`src/rtl/fp_pkg.sv`:
```
// fp_pkg: IEEE-754 single-precision field widths and packed word type shared by FP blocks.
package fp_pkg;
    localparam int FP_EXP_W  = 8;
    localparam int FP_MANT_W = 23;
    localparam int FP_BIAS   = 127;
    typedef struct packed {
        logic                 sign;
        logic [FP_EXP_W-1:0]  exp;
        logic [FP_MANT_W-1:0] mant;
    } fp32_t;
endpackage

```
`src/rtl/int_to_fp_if.sv`:
```
// int_to_fp_if: valid-qualified fixed-point in / float out streaming bus.
interface int_to_fp_if;
    import fp_pkg::*;
    logic        in_vld;
    logic [31:0] din;
    logic        out_vld;
    fp32_t       dout;
    modport master (output in_vld, din, input out_vld, dout);
    modport slave  (input in_vld, din, output out_vld, dout);
endinterface

```
`src/rtl/lzc32.sv`:
```
// lzc32: leading-one detector returning the highest set bit index and an all-zero flag.
module lzc32 (
    input  logic [31:0] a,
    output logic [4:0]  msb,
    output logic        zero
);
    always_comb begin
        msb = '0;
        for (int i = 0; i < 32; i++)
            if (a[i]) msb = 5'(i);
        zero = ~|a;
    end
endmodule

```
`src/rtl/int_to_fp.sv`:
```
// int_to_fp: 4-stage signed fixed-point to IEEE-754 single converter with round-to-nearest-even.
module int_to_fp
    import fp_pkg::*;
#(
    parameter int FRAC_BITS = 0
) (
    input logic        clk,
    input logic        rst,
    int_to_fp_if.slave bus
);
    logic [3:0]  vld;
    logic        s1_sign;
    logic [31:0] s1_mag;
    logic        s2_sign, s2_zero;
    logic [31:0] s2_mag;
    logic [4:0]  s2_msb;
    logic        s3_sign, s3_zero;
    logic [31:0] s3_norm;
    logic [7:0]  s3_exp;
    logic [4:0]  lz_msb;
    logic        lz_zero;
    logic        rnd;
    logic [24:0] sum;
    fp32_t       res, dout_q;

    lzc32 u_lzc (.a(s1_mag), .msb(lz_msb), .zero(lz_zero));

    // A carry out of the 24-bit significand means it rounded up to the next power of two.
    always_comb begin
        rnd = s3_norm[7] & (|s3_norm[6:0] | s3_norm[8]);
        sum = {1'b0, s3_norm[31:8]} + 25'(rnd);
        res = s3_zero ? '0 : {s3_sign, sum[24] ? s3_exp + 8'd1 : s3_exp, sum[24] ? 23'd0 : sum[22:0]};
    end

    always_ff @(posedge clk or posedge rst) begin
        if (rst) begin
            vld     <= '0;
            s1_sign <= 1'b0;
            s1_mag  <= '0;
            s2_sign <= 1'b0;
            s2_zero <= 1'b0;
            s2_mag  <= '0;
            s2_msb  <= '0;
            s3_sign <= 1'b0;
            s3_zero <= 1'b0;
            s3_norm <= '0;
            s3_exp  <= '0;
            dout_q  <= '0;
        end else begin
            vld     <= {vld[2:0], bus.in_vld};
            s1_sign <= bus.din[31];
            s1_mag  <= bus.din[31] ? -bus.din : bus.din;
            s2_sign <= s1_sign;
            s2_zero <= lz_zero;
            s2_mag  <= s1_mag;
            s2_msb  <= lz_msb;
            s3_sign <= s2_sign;
            s3_zero <= s2_zero;
            s3_norm <= s2_mag << (5'd31 - s2_msb);
            s3_exp  <= 8'(FP_BIAS - FRAC_BITS + int'(s2_msb));
            dout_q  <= res;
        end
    end

    assign bus.out_vld = vld[3];
    assign bus.dout    = dout_q;
endmodule

```
`src/flat_wrapper.sv`:
```
// flat-port wrapper written by rule: the top's interface ports become plain ports
module int_to_fp_flat import fp_pkg::*;
#(
    parameter int FRAC_BITS = 0
)
  (clk, rst, bus_in_vld, bus_din, bus_out_vld, bus_dout);
  int_to_fp_if bus_i ();
  input logic clk;
  input logic rst;
  input wire logic [$bits(bus_i.in_vld)-1:0] bus_in_vld;
  input wire logic [$bits(bus_i.din)-1:0] bus_din;
  output wire logic [$bits(bus_i.out_vld)-1:0] bus_out_vld;
  output wire logic [$bits(bus_i.dout)-1:0] bus_dout;
  assign bus_i.in_vld = bus_in_vld;
  assign bus_i.din = bus_din;
  assign bus_out_vld = bus_i.out_vld;
  assign bus_dout = bus_i.dout;
  int_to_fp #(.FRAC_BITS(FRAC_BITS)) u_core (.clk(clk), .rst(rst), .bus(bus_i));
endmodule
```
`config.mk`:
```
export PLATFORM = sky130hd
export DESIGN_NAME = int_to_fp_flat
export DESIGN_NICKNAME = d
export VERILOG_FILES = /design/src/rtl/fp_pkg.sv /design/src/rtl/int_to_fp_if.sv /design/src/rtl/lzc32.sv /design/src/rtl/int_to_fp.sv /design/src/flat_wrapper.sv
export SDC_FILE = /design/constraint.sdc
export NUM_CORES = 1
export LEC_CHECK = 0
export CAP_MARGIN = 10
export CORE_ASPECT_RATIO = 0.6
export CORE_MARGIN = 3
export CORE_UTILIZATION = 40
export CTS_CLUSTER_SIZE = 20
export DETAILED_ROUTE_END_ITERATION = 10
export SYNTH_ARGS = -nofsm -noshare
export SYNTH_HDL_FRONTEND = slang
export SYNTH_SLANG_ARGS = --single-unit
export TNS_END_PERCENT = 20
```
`constraint.sdc`:
```
create_clock -name clk -period 8.3 [get_ports clk]
set_clock_uncertainty 0.2 [all_clocks]
set_input_delay 2.49 -clock clk [delete_from_list [all_inputs] [get_ports clk]]
set_output_delay 2.49 -clock clk [all_outputs]
set_load 0.005 [all_outputs]
```
# [Word-level counts from Yosys, hierarchy flattened]
# Cells that the tools add are included.
[classes] shift=1 addsub=5 bitwise_logic=2 n_reduce_logical=3 n_mux=35
[ops] operator="$mux 5" n=30
[ops] operator="$mux 32" n=2
[ops] operator="$neg 32->32" n=1
[ops] operator="$reduce_or 32->1" n=1
[ops] operator="$shl 32x5->32" n=1
[ops] operator="$add 24x1->25" n=1
[ops] operator="$mux 23" n=1
[ops] operator="$add 7x5->8 const A" n=1
[ops] operator="$add 8x1->8 const B" n=1
[ops] operator="$mux 8" n=1
[ops] operator="$reduce_or 7->1" n=1
[ops] operator="$sub 5x5->5 const A" n=1
[ops] operator="$and 1x1->1" n=1
[ops] operator="$logic_not 1->1" n=1
[ops] operator="$mux 1" n=1
[ops] operator="$or 1x1->1" n=1
[word_totals] ff_bits=150 in_bits=35 output_inout_bits=33

# [Longest topological paths before layout]
# Gate-level depths: netlist of run 1.
[depth] depth_word=31 mapped_depth=9 mapped_depth_nobuf=7

# [Modules after synthesis]
# Synthesis of run 1 repeated with hierarchy kept, for this count alone.
[unflattened] cells_unflattened=709 area_unflattened_um2=7632.3
[by_module_without_submodules] module="int_to_fp" area_per_inst_um2=7298.2 cells_each=644 instances=1
[by_module_without_submodules] module="lzc32" area_per_inst_um2=334.1 cells_each=65 instances=1

# [Worst setup path after synthesis of run 1]
# Ideal clock, no wire load.
[synth_path] kind="in2reg" start="input port bus_din[24]" end="register u_core.s1_mag[30]" t_required_ns=8.020 t_arrival_ns=3.820 setup_time_ns=0.080 setup_slack_ns=4.200 cell_stages=5 cell_sequence="or3_1 or3_1 or3_1 o21ai_1 xnor2_1"
[synth_via] elab_chain_len=2
[synth_rtl] element="start: declaration" line_no="flat_wrapper.sv:11" text="input wire logic [$bits(bus_i.din)-1:0] bus_din;"
[synth_rtl] element="$neg 32->32" line_no="int_to_fp.sv:52" text="s1_mag <= bus.din[31] ? -bus.din : bus.din;"
[synth_rtl] element="$mux 32" line_no="int_to_fp.sv:52"
[synth_rtl] element="end signal: assignment" line_no="int_to_fp.sv:52"
[synth_rtl] element="end: declaration" line_no="int_to_fp.sv:13" text="logic [31:0] s1_mag;"
# No other way between the ends.

# [Worst setup path after layout of run 1]
[layout_path] start="input port bus_din[8]" end="register u_core.s1_mag[27]"
# The elaborated chain is that of the path after synthesis.

==> results.py, run 1 <==
metrics = {
    "placed_design": {
        "placed_cell_area_um2": 8110,
        "io_buffers": 67,
        "hpwl_mm": 14.3,
        "gp_routability_congestion": 0.928,
    },
    "critical_path": {
        "crit_path_end_kind": "flop",
        "crit_slowest_cell": "or3_1",
        "r2r_slack_ps": 5360,
        "cp.arrival_ps": 4570,
        "crit_type": "in -> reg",
        "cp.required_ps": 8450,
        "path_cells": "clkdlybuf4s50_1, or3_1, nor4_2, nand4_1, o31ai_1, xnor2_1",
        "ff2ff_path_depth": 6,
        "cp-start-kind": "primary input",
        "crit_fanout": 4,
        "slowest_delay_ps": 490,
    },
    "power": {
        "leakage_nw": 3.59,
        "power.internal_w": 0.00162,
        "p_comb_frac": 0.231,
        "pwr-share-seq": 0.415,
        "vdd_drop_max_uv": 139,
        "p_clk_frac": 0.354,
        "p_per_area_nw_per_um2": 262,
        "swShare": 0.293,
        "p_sw_w": 0.000670,
        "power_w": 0.00229,
    },
    "global_route": {
        "grt_pass1_vias": 5204,
        "grt_pass1_wl_mm": 29.8,
        "overflow": 0,
        "antenna_found_initial": 0,
        "grt.total_usage": 0.195,
        "grt_max_degree": 96,
    },
    "drt": {
        "vias": 5500,
        "drtPass1Iterations": 5,
        "met1Wirelength_mm": 9.66,
        "wire_per_inst_um": 18.8,
        "postRouteAntennaNets": 0,
        "dr_wl_met2_mm": 7.26,
        "dr.max_layer_used": "met5",
        "dr_wl_met3_mm": 1.38,
        "drt_iter0_drc": 540,
        "via_per_inst": 5.57,
        "wirelength_mm": 18.6,
        "remaining_drc_errors": 0,
    },
    "floorplanning": {
        "die-height_um": 110,
        "die_area_um2": 19800,
        "coreArea_um2": 17400,
        "ios": 68,
        "initial_core_util": 0.416,
        "fp.dieW_um": 180,
        "rows": 37,
    },
    "sta": {
        "hold_viol": 0,
        "period_share": 0.533,
        "fmax_mhz": 226,
        "hold-worst-slack_ps": 147,
        "fin_crit_ps": 4420,
        "final.setup.tns_ps": 0,
        "slew_headroom": 0.395,
        "slew_viol_final": 0,
        "max_slew.worst_pin.slew_ps": 900,
        "finalSetupViolCount": 0,
        "rsz0062_at_grt": "false",
    },
    "logic_synthesis": {
        "synth_top_family_by_area": "simple AND/OR/NAND/NOR gates",
        "yosysUniqueCellTypes": 64,
        "synth_nets": 716,
        "ys_ff_latch": 150,
        "ys_warn_count": 0,
        "ys_async_sr_fraction": 1.00,
        "syn_inst": 677,
        "yosysSeqAreaShare": 0.519,
        "synth_edf_count": 0,
        "synthAdderAreaFrac": 0.00692,
        "synthSimpleGateAreaFrac": 0.161,
        "avgSynthCellArea_um2": 10.7,
        "synth_area_um2": 7230,
        "ys.flop_type": "dfrtp_1",
        "synth.mux.area_fraction": 0.0917,
        "synthXorXnorAreaFrac": 0.0702,
        "synth_compound_gate_area_share": 0.119,
    },
    "cells_and_area": {
        "diodes": 0,
        "syn_to_final_growth_pct": 20.7,
        "stdcell_area_um2": 8730,
        "mostFrequentLayoutCells": "149 x dfrtp_1, 80 x nor2_1, 67 x clkdlybuf4s50_1, 47 x nand2_1, 35 x xnor2_1",
        "drive_gt1_frac": 0.0983,
        "regArea_um2": 3750,
        "final_common_cell": "dfrtp_1",
        "nNetsFinal": 779,
        "multiInputGateArea_um2": 3240,
        "fillers": 1580,
    },
    "cts": {
        "cts_tree": "yes",
        "cts-root-buf": "clkbuf_16",
        "post_cts_buffers": 0,
        "hold_buffers": 0,
        "h-tree-depth": 4,
        "cts_buffer_depth": 2,
        "clock-sinks": 150,
        "cts_buffers": 17,
        "post_cts_resized": 0,
        "path_clk_slew_ps": 60,
        "insertion_delay_ps": 430,
    },
    "hold_path": {
        "hp-class": "reg -> reg",
        "min_path_cells": 0,
    },
    "job": {
        "maxCapViolCount": 0,
    },
    "run_status": {
        "status": "finished clean",
    },
}
## stage by stage
stage	cells	utilization	setup WS, ps
after floorplan	677	-	1570
after global placement	955	0.466	3560
after detailed placement	955	0.466	3450
after CTS	987	0.502	3880
after global routing	987	0.502	3730
final	987	0.502	3880
## critical path, delay by kind of cell
| kind | cells | cell delay, ps |
|---|---|---|
| buf+inv | 1 | 460 |
| simple gates | 3 | 1140 |
| xor+xnor | 1 | 150 |
| compound gates | 1 | 310 |
## cell type report
class                      count  share of cell area
clock buffer                  20              0.0512
tap                          234              0.0335
multi-input combinational    473               0.372
sequential                   150               0.430
timing repair buffer          74              0.0828
clock inverter                12              0.0201
inverter                      24              0.0109
## flip-flops by register name, indices dropped and copies added, names as in the netlist
| signal | cells |
|---|---|
| u_core.s2_sign | 1 |
| u_core.vld | 4 |
| u_core.s3_exp | 8 |
| u_core.s1_sign | 1 |
| u_core.s2_msb | 5 |
| u_core.s2_zero | 1 |
| u_core.s2_mag | 32 |
| u_core.s3_norm | 32 |
| u_core.bus.dout | 32 |
| u_core.s3_sign | 1 |
| u_core.s3_zero | 1 |
| u_core.s1_mag | 32 |
## synth_stat cells (all sizes together) (3+ instances only)
| cell type | number | share of area |
|---|---|---|
| o31ai | 9 | 0.011 |
| or4 | 5 | 0.0062 |
| a21oi | 17 | 0.012 |
| and3 | 5 | 0.0043 |
| nand2 | 48 | 0.025 |
| nand4 | 11 | 0.0095 |
| buf | 16 | 0.013 |
| nand2b | 6 | 0.0052 |
| mux2i | 28 | 0.039 |
| ha | 4 | 0.0069 |
| nor4 | 14 | 0.015 |
| xnor2 | 35 | 0.042 |
| o22a | 5 | 0.0061 |
| o311ai | 3 | 0.0036 |
| nand3 | 25 | 0.017 |
| o21ai | 32 | 0.022 |
| inv | 22 | 0.011 |
| or3 | 11 | 0.0095 |
| o22ai | 11 | 0.0095 |
| o221ai | 11 | 0.013 |
| mux4 | 8 | 0.025 |
| a22oi | 4 | 0.0042 |
| mux2 | 18 | 0.028 |
| nor3 | 13 | 0.011 |
| a221oi | 4 | 0.0057 |
| dfrtp | 150 | 0.52 |
| a221o | 5 | 0.0069 |
| xor2 | 23 | 0.028 |
| nor2 | 80 | 0.042 |
| and2 | 10 | 0.0086 |
| clkbuf | 14 | 0.0073 |
| nor2b | 3 | 0.0026 |
| a22o | 3 | 0.0036 |
| a31oi | 4 | 0.0035 |
| o211ai | 3 | 0.0031 |
## power by group through the flow
stage          Sequential, W  Combinational [W]  Clock (W)
3_3_place_gp        0.000955           0.000521          0
3_5_place_dp        0.000962           0.000523          0
4_1_cts             0.000949           0.000525   0.000831
2_1_floorplan       0.000938           0.000315          0
5_1_grt             0.000966           0.000580   0.000864
6_report            0.000949           0.000530   0.000810
## logic make-up (layout without fill, tap and decap cells)
group	count (synthesis)	in the layout
flops	150	150
compound gates	122	122
buf+inv	54	130
xor+xnor	58	58
fa+ha+maj	4	4
mux	54	54
simple gates	235	235
## layer usage
layer	track usage	up-vias
met3	0.0587	19
met5	0.0275	-
met2	0.261	189
met1	0.302	2737
li1	-	2553
met4	0.0491	2
## path summary, 6_finish.rpt
check | from | to
max in group asynchronous | rst | u_core.s3_norm[9]
max reg2reg | u_core.s2_msb[1] | u_core.s3_norm[28]
min reg2reg | u_core.s1_sign | u_core.s2_sign
max | bus_din[8] | u_core.s1_mag[27]
min | u_core.s1_sign | u_core.s2_sign
min in group asynchronous | rst | u_core.vld[0]
(Power assumes the default switching activity.)
==> inputs of run 2 (changes only) <==
clock period = 3.7 ns   (was 8.3 ns; I/O delays follow)
==> run 2 against run 1 <==
  * Sequential cell count unchanged
  * Utilization up 0.19 points
  * Clock power up 110%
  * Die area unchanged
  * First-iteration DRC count down 19%
  * Sequential share of layout area down 0.16 points
  * Non-clock buffer count up 7
  * Routed wire length up 0.99%
  * Design area up 0.37%
  * Via count up 0.45%
==> results.py, run 2 (synthesized netlist as in run 1, its figures left out) <==
metrics = {
    "run_status": {
        "status": "finished clean",
    },
    "cells_and_area": {
        "final_common_cell": "dfrtp_1",
        "mostFrequentLayoutCells": "149 x dfrtp_1, 80 x nor2_1, 67 x clkdlybuf4s50_1, 47 x nand2_1, 35 x xnor2_1",
        "diodes": 0,
        "finalNonFillerCells": 994,
        "syn_to_final_growth_pct": 21.2,
        "nNetsFinal": 786,
        "drive_gt1_frac": 0.109,
    },
    "critical_path": {
        "cp_num_cells": 6,
        "cp.arrival_ps": 3160,
        "path_cells": "clkdlybuf4s50_1, or3_1, nor4_2, nand4_1, o31ai_1, xnor2_1",
        "cp_num_buf_inv": 1,
        "cp-start-kind": "primary input",
        "crit_fanout": 4,
        "crit_type": "in -> reg",
        "worstSetupEndpoint": "u_core.s1_mag[27]",
        "crit_start": "bus_din[8]",
        "ff2ff_path_depth": 5,
        "crit_path_end_kind": "flop",
        "slowest_delay_ps": 470,
        "r2r_slack_ps": 860,
        "crit_slowest_cell": "or3_1",
        "reg2reg_to": "u_core.s3_norm[28]",
        "reg2reg_from": "u_core.s2_msb[1]",
        "critPathTopFamily": "simple AND/OR/NAND/NOR gates",
        "cp.required_ps": 3850,
    },
    "cts": {
        "cts_tree": "yes",
        "post_cts_resized": 0,
        "insertion_delay_ps": 430,
        "path_clk_slew_ps": 70,
        "cts_buffer_depth": 2,
        "cts_buffers": 17,
        "cts-root-buf": "clkbuf_16",
        "post_cts_buffers": 0,
        "h-tree-depth": 4,
        "hold_buffers": 0,
        "clock-sinks": 150,
    },
    "drt": {
        "drtPass1Iterations": 5,
        "vias": 5525,
        "wirelength_mm": 18.8,
        "drt_iter0_drc": 435,
        "wire_per_inst_um": 18.9,
        "via_per_inst": 5.56,
        "postRouteAntennaNets": 0,
        "remaining_drc_errors": 0,
    },
    "power": {
        "leakage_nw": 3.60,
        "vdd_drop_max_uv": 318,
        "p_per_area_nw_per_um2": 575,
    },
    "sta": {
        "slew_viol_final": 0,
        "slew_headroom": 0.373,
        "fmax_mhz": 332,
        "period_share": 0.813,
        "fin_crit_ps": 3010,
        "finalSetupViolCount": 0,
        "final.setup.tns_ps": 0,
        "hold_viol": 0,
        "max_slew.worst_pin.slew_ps": 932,
        "rsz0062_at_grt": "false",
    },
    "hold_path": {
        "hp-class": "reg -> reg",
    },
    "global_route": {
        "grt_pass1_wl_mm": 29.8,
        "grt.total_usage": 0.197,
        "overflow": 0,
        "grt_max_degree": 74,
        "antenna_found_initial": 0,
        "grt_pass1_vias": 5249,
    },
    "placed_design": {
        "gp_routability_congestion": 0.940,
        "io_buffers": 67,
        "hpwl_mm": 14.6,
        "dp.cells": 962,
    },
    "floorplanning": {
        "ios": 68,
        "fp.dieW_um": 180,
        "die_area_um2": 19800,
        "coreArea_um2": 17400,
        "rows": 37,
        "initial_core_util": 0.416,
        "die-height_um": 110,
    },
    "job": {
        "maxCapViolCount": 0,
    },
}
-- run 2: layout make-up --
| type | count | area (µm²) |
|---|---|---|
| Clock buffer | 18 | 439 |
| Clock inverter | 14 | 139 |
| Fill cell | 1604 | 8640 |
| Inverter | 24 | 93.8 |
| Multi-Input combinational cell | 473 | 3240 |
| Sequential cell | 150 | 3750 |
| Tap cell | 234 | 293 |
| Timing Repair Buffer | 81 | 801 |
-- run 2: how the worst min path moves through the flow --
stage	from	end	slack, ps	depth (start not counted)
floorplan	u_core.s1_sign	u_core.s2_sign	130	0
global placement	u_core.s2_zero	u_core.s3_zero	140	0
detailed placement	u_core.s2_sign	u_core.s3_sign	140	0
CTS	u_core.s2_sign	u_core.s3_sign	150	0
global route	u_core.s2_sign	u_core.s3_sign	160	0
finish	u_core.s2_sign	u_core.s3_sign	150	0
-- run 2: routing by layer --
| layer | global-route usage | part of all wire | wire length [µm] |
|---|---|---|---|
| met5 | 0 | 0 | 0 |
| met4 | 0.0590 | 0.015 | 277 |
| met3 | 0.0557 | 0.084 | 1570 |
| met2 | 0.257 | 0.38 | 7150 |
| met1 | 0.310 | 0.52 | 9750 |
-- run 2: power breakdown --
part / switching [W] / leakage, nW / internal [W] / total (W)
Combinational: 0.000594 / 1.58 / 0.000580 / 0.00117
Sequential: 0.000244 / 1.74 / 0.00192 / 0.00216
Clock: 0.000743 / 0.282 / 0.000961 / 0.00170
Total: 0.00158 / 3.60 / 0.00346 / 0.00504
-- run 2: metrics by stage --
step           area (µm²)  setup WS, ps   util  power, W  hold slack (ps)
2_1_floorplan        7240           501      -   0.00281              131
3_3_place_gp         8190           346  0.470   0.00334              139
3_5_place_dp         8190           265  0.470   0.00335              137
4_1_cts              8760           706  0.504   0.00506              153
5_1_grt              8760           569  0.504   0.00528              160
6_report             8760           692  0.504   0.00504              150
==> RTL edit, RTL diff (settings of run 1) <==
Make the reset (`rst`) synchronous in one clocked block.
--- a/src/rtl/int_to_fp.sv
+++ b/src/rtl/int_to_fp.sv
@@ -32,7 +32,7 @@
         res = s3_zero ? '0 : {s3_sign, sum[24] ? s3_exp + 8'd1 : s3_exp, sum[24] ? 23'd0 : sum[22:0]};
     end
 
-    always_ff @(posedge clk or posedge rst) begin
+    always_ff @(posedge clk) begin
         if (rst) begin
             vld     <= '0;
             s1_sign <= 1'b0;
Function: differs if rst is asserted again (counterexample within 4 cycles, from zero or initial values and one cycle with rst high); with rst held inactive, the same outputs for 10 cycles.
==> RTL edit against run 1 <==
Design area fell by 4.4%; sequential share of layout area fell by 7.0 points; non-clock buffer count fell by 1; global-route usage fell by 0.44 points; setup slack got worse by 0.29 ns; synthesized area fell by 4.4%; total power fell by 19%; maximum frequency fell by 6.2%; sequential cell count did not move; routed wire length fell by 5.9%; utilization rose by 0.22 points; register-to-register slack got worse by 0.07 ns; final cell count rose by 5.2%; critical path type unchanged; largest power group unchanged; highest routed layer is now met4.
==> RTL edit: results (changes against run 1) <==
Status: finished, final reports clean (unchanged)
Slowest CP cell: nor4_1 (was or3_1)
Gr usage total: 0.191 (was 0.195)
CP peak stage delay: 0.73 ns (was 0.49 ns)
Synth top cells by count: 150 x dfxtp_1, 116 x nor2_1, 54 x nand2_1 (was 150 x dfrtp_1, 80 x nor2_1, 47 x nand2_1)
Worst-path clk slew: 0.07 ns
DR vias: 5,602 (was 5,500)
H-tree lvl count: 4 (unchanged)
Worst vdd ir: 135 uV (was 139 uV)
Top FF cell, synth: dfxtp_1 (was dfrtp_1)
Worst Path Arrival: 4.81 ns (was 4.57 ns)
Register area share after synthesis: 0.434 (was 0.519)
Initial antenna violation count: 0 (unchanged)
FF-to-FF End: u_core.s3_norm[31] (was u_core.s3_norm[28])
RR Startpoint: u_core.s2_msb[0] (was u_core.s2_msb[1])
Placer congestion estimate: 0.880 (was 0.928)
Synth area leaders: dfxtp_1 43%, nor2_1 6.3%, mux4_2 6.2% (was dfrtp_1 52%, xnor2_1 4.2%, nor2_1 4.2%)
WHS Path Cells: 1 (was 0)
Vias in the first global route: 5,314 (was 5,204)
DR iter-0 viols: 554 (was 540)
Cells after Synth: 744 (was 677)
R2r setup slk: 5.29 ns (was 5.36 ns)
Hpwl dp: 13,500 um (was 14,300 um)
Syn nets: 783 (was 716)
Post-DR vias/cell: 5.40 (was 5.57)
Rel. slew slack: 0.286 (was 0.395)
Total leakage power: 3.13 nW (was 3.59 nW)
Inst Count DP: 1,006 (was 955)
Filler Cell Count: 1,598 (was 1,580)
Detailed-route wire length per cell: 16.8 um (was 18.8 um)
Global-route wire length before repair: 28,600 um (was 29,800 um)
Worst hold start: u_core.s3_sign (was u_core.s1_sign)
Worst Hold Margin: 0.245 ns (was 0.147 ns)
Pre-CTS WS: 3.20 ns (was 3.45 ns)
Synth unique cells: 53 (was 64)
NumNets Final: 836 (was 779)
Async set-reset flop share out of synthesis: 0 (was 1.00)
Share of cells above drive strength 1: 0.109 (was 0.0983)
Worst Hold Path EP: u_core.bus.dout[31] (was u_core.s2_sign)
[RTL edit: cell types whose count changed in the layout (fill, tap and decap cells not counted), moves of 19 or more]
cell | before | now
nor2b_1 | 3 | 38
dfrtp_1 | 149 | 0
xor2_1 | 23 | 43
o21ai_1 | 19 | 0
xnor2_1 | 35 | 12
dfxtp_1 | 0 | 149
nor2_1 | 80 | 116
[RTL edit: worst max-delay path by stage]
stage	start	end	slack, ns	cells after the start
floorplan	bus_din[5]	u_core.s1_mag[27]	4.15	5
global placement	bus_din[9]	u_core.s1_mag[28]	3.38	6
detailed placement	bus_din[20]	u_core.s1_mag[30]	3.20	6
CTS	bus_din[20]	u_core.s1_mag[30]	3.64	6
global route	bus_din[20]	u_core.s1_mag[30]	3.45	6
finish	bus_din[20]	u_core.s1_mag[30]	3.58	6
[RTL edit: kinds of logic after synthesis]
group / Yosys count / share of synthesized area
xor gates and xnor gates: 55 / 0.0696
muxes: 72 / 0.142
AOI/OAI and AO/OA: 104 / 0.100
buffers and inverters: 56 / 0.0318
adders and majority gates: 4 / 0.00724
DFF: 150 / 0.434
and+or+nand+nor: 303 / 0.215
[RTL edit: per-stage QoR]
stage / cell area (um^2) / utilization
2_1_floorplan: 6920 / -
3_3_place_gp: 7760 / 0.468
3_5_place_dp: 7760 / 0.468
4_1_cts: 8350 / 0.504
5_1_grt: 8350 / 0.504
6_report: 8350 / 0.504
[RTL edit: where the power goes]
part / leakage (nW) / internal, mW / switching [mW] / total, mW
Combinational: 1.61 / 0.126 / 0.151 / 0.277
Clock: 0.290 / 0.435 / 0.336 / 0.771
Sequential: 1.23 / 0.764 / 0.0356 / 0.799
Total: 3.13 / 1.32 / 0.522 / 1.85
[RTL edit: worst register-to-register path: stages, from the launching register on]
cell and delay [ns]:
dfxtp_2 0.33, buf_4 0.54, mux2_2 0.46, mux2i_1 0.57
mux2i_1 0.28, o21ai_0 0.28, o21ai_0 0.19
[RTL edit: metal layers]
metal / vias to the layer above / track usage / share of wire
li1: 2727 / - / -
met1: 2692 / 0.303 / 0.54
met2: 172 / 0.257 / 0.39
met3: 11 / 0.0455 / 0.062
met4: 0 / 0.0367 / 0.0069
met5: - / 0 / 0
[RTL edit: layout make-up]
class	instances	share of cell area
clock inverter	14	0.0186
timing repair buffer	73	0.0851
inverter	17	0.00764
tap	228	0.0342
sequential	150	0.360
clock buffer	18	0.0526
multi-input combinational	538	0.442
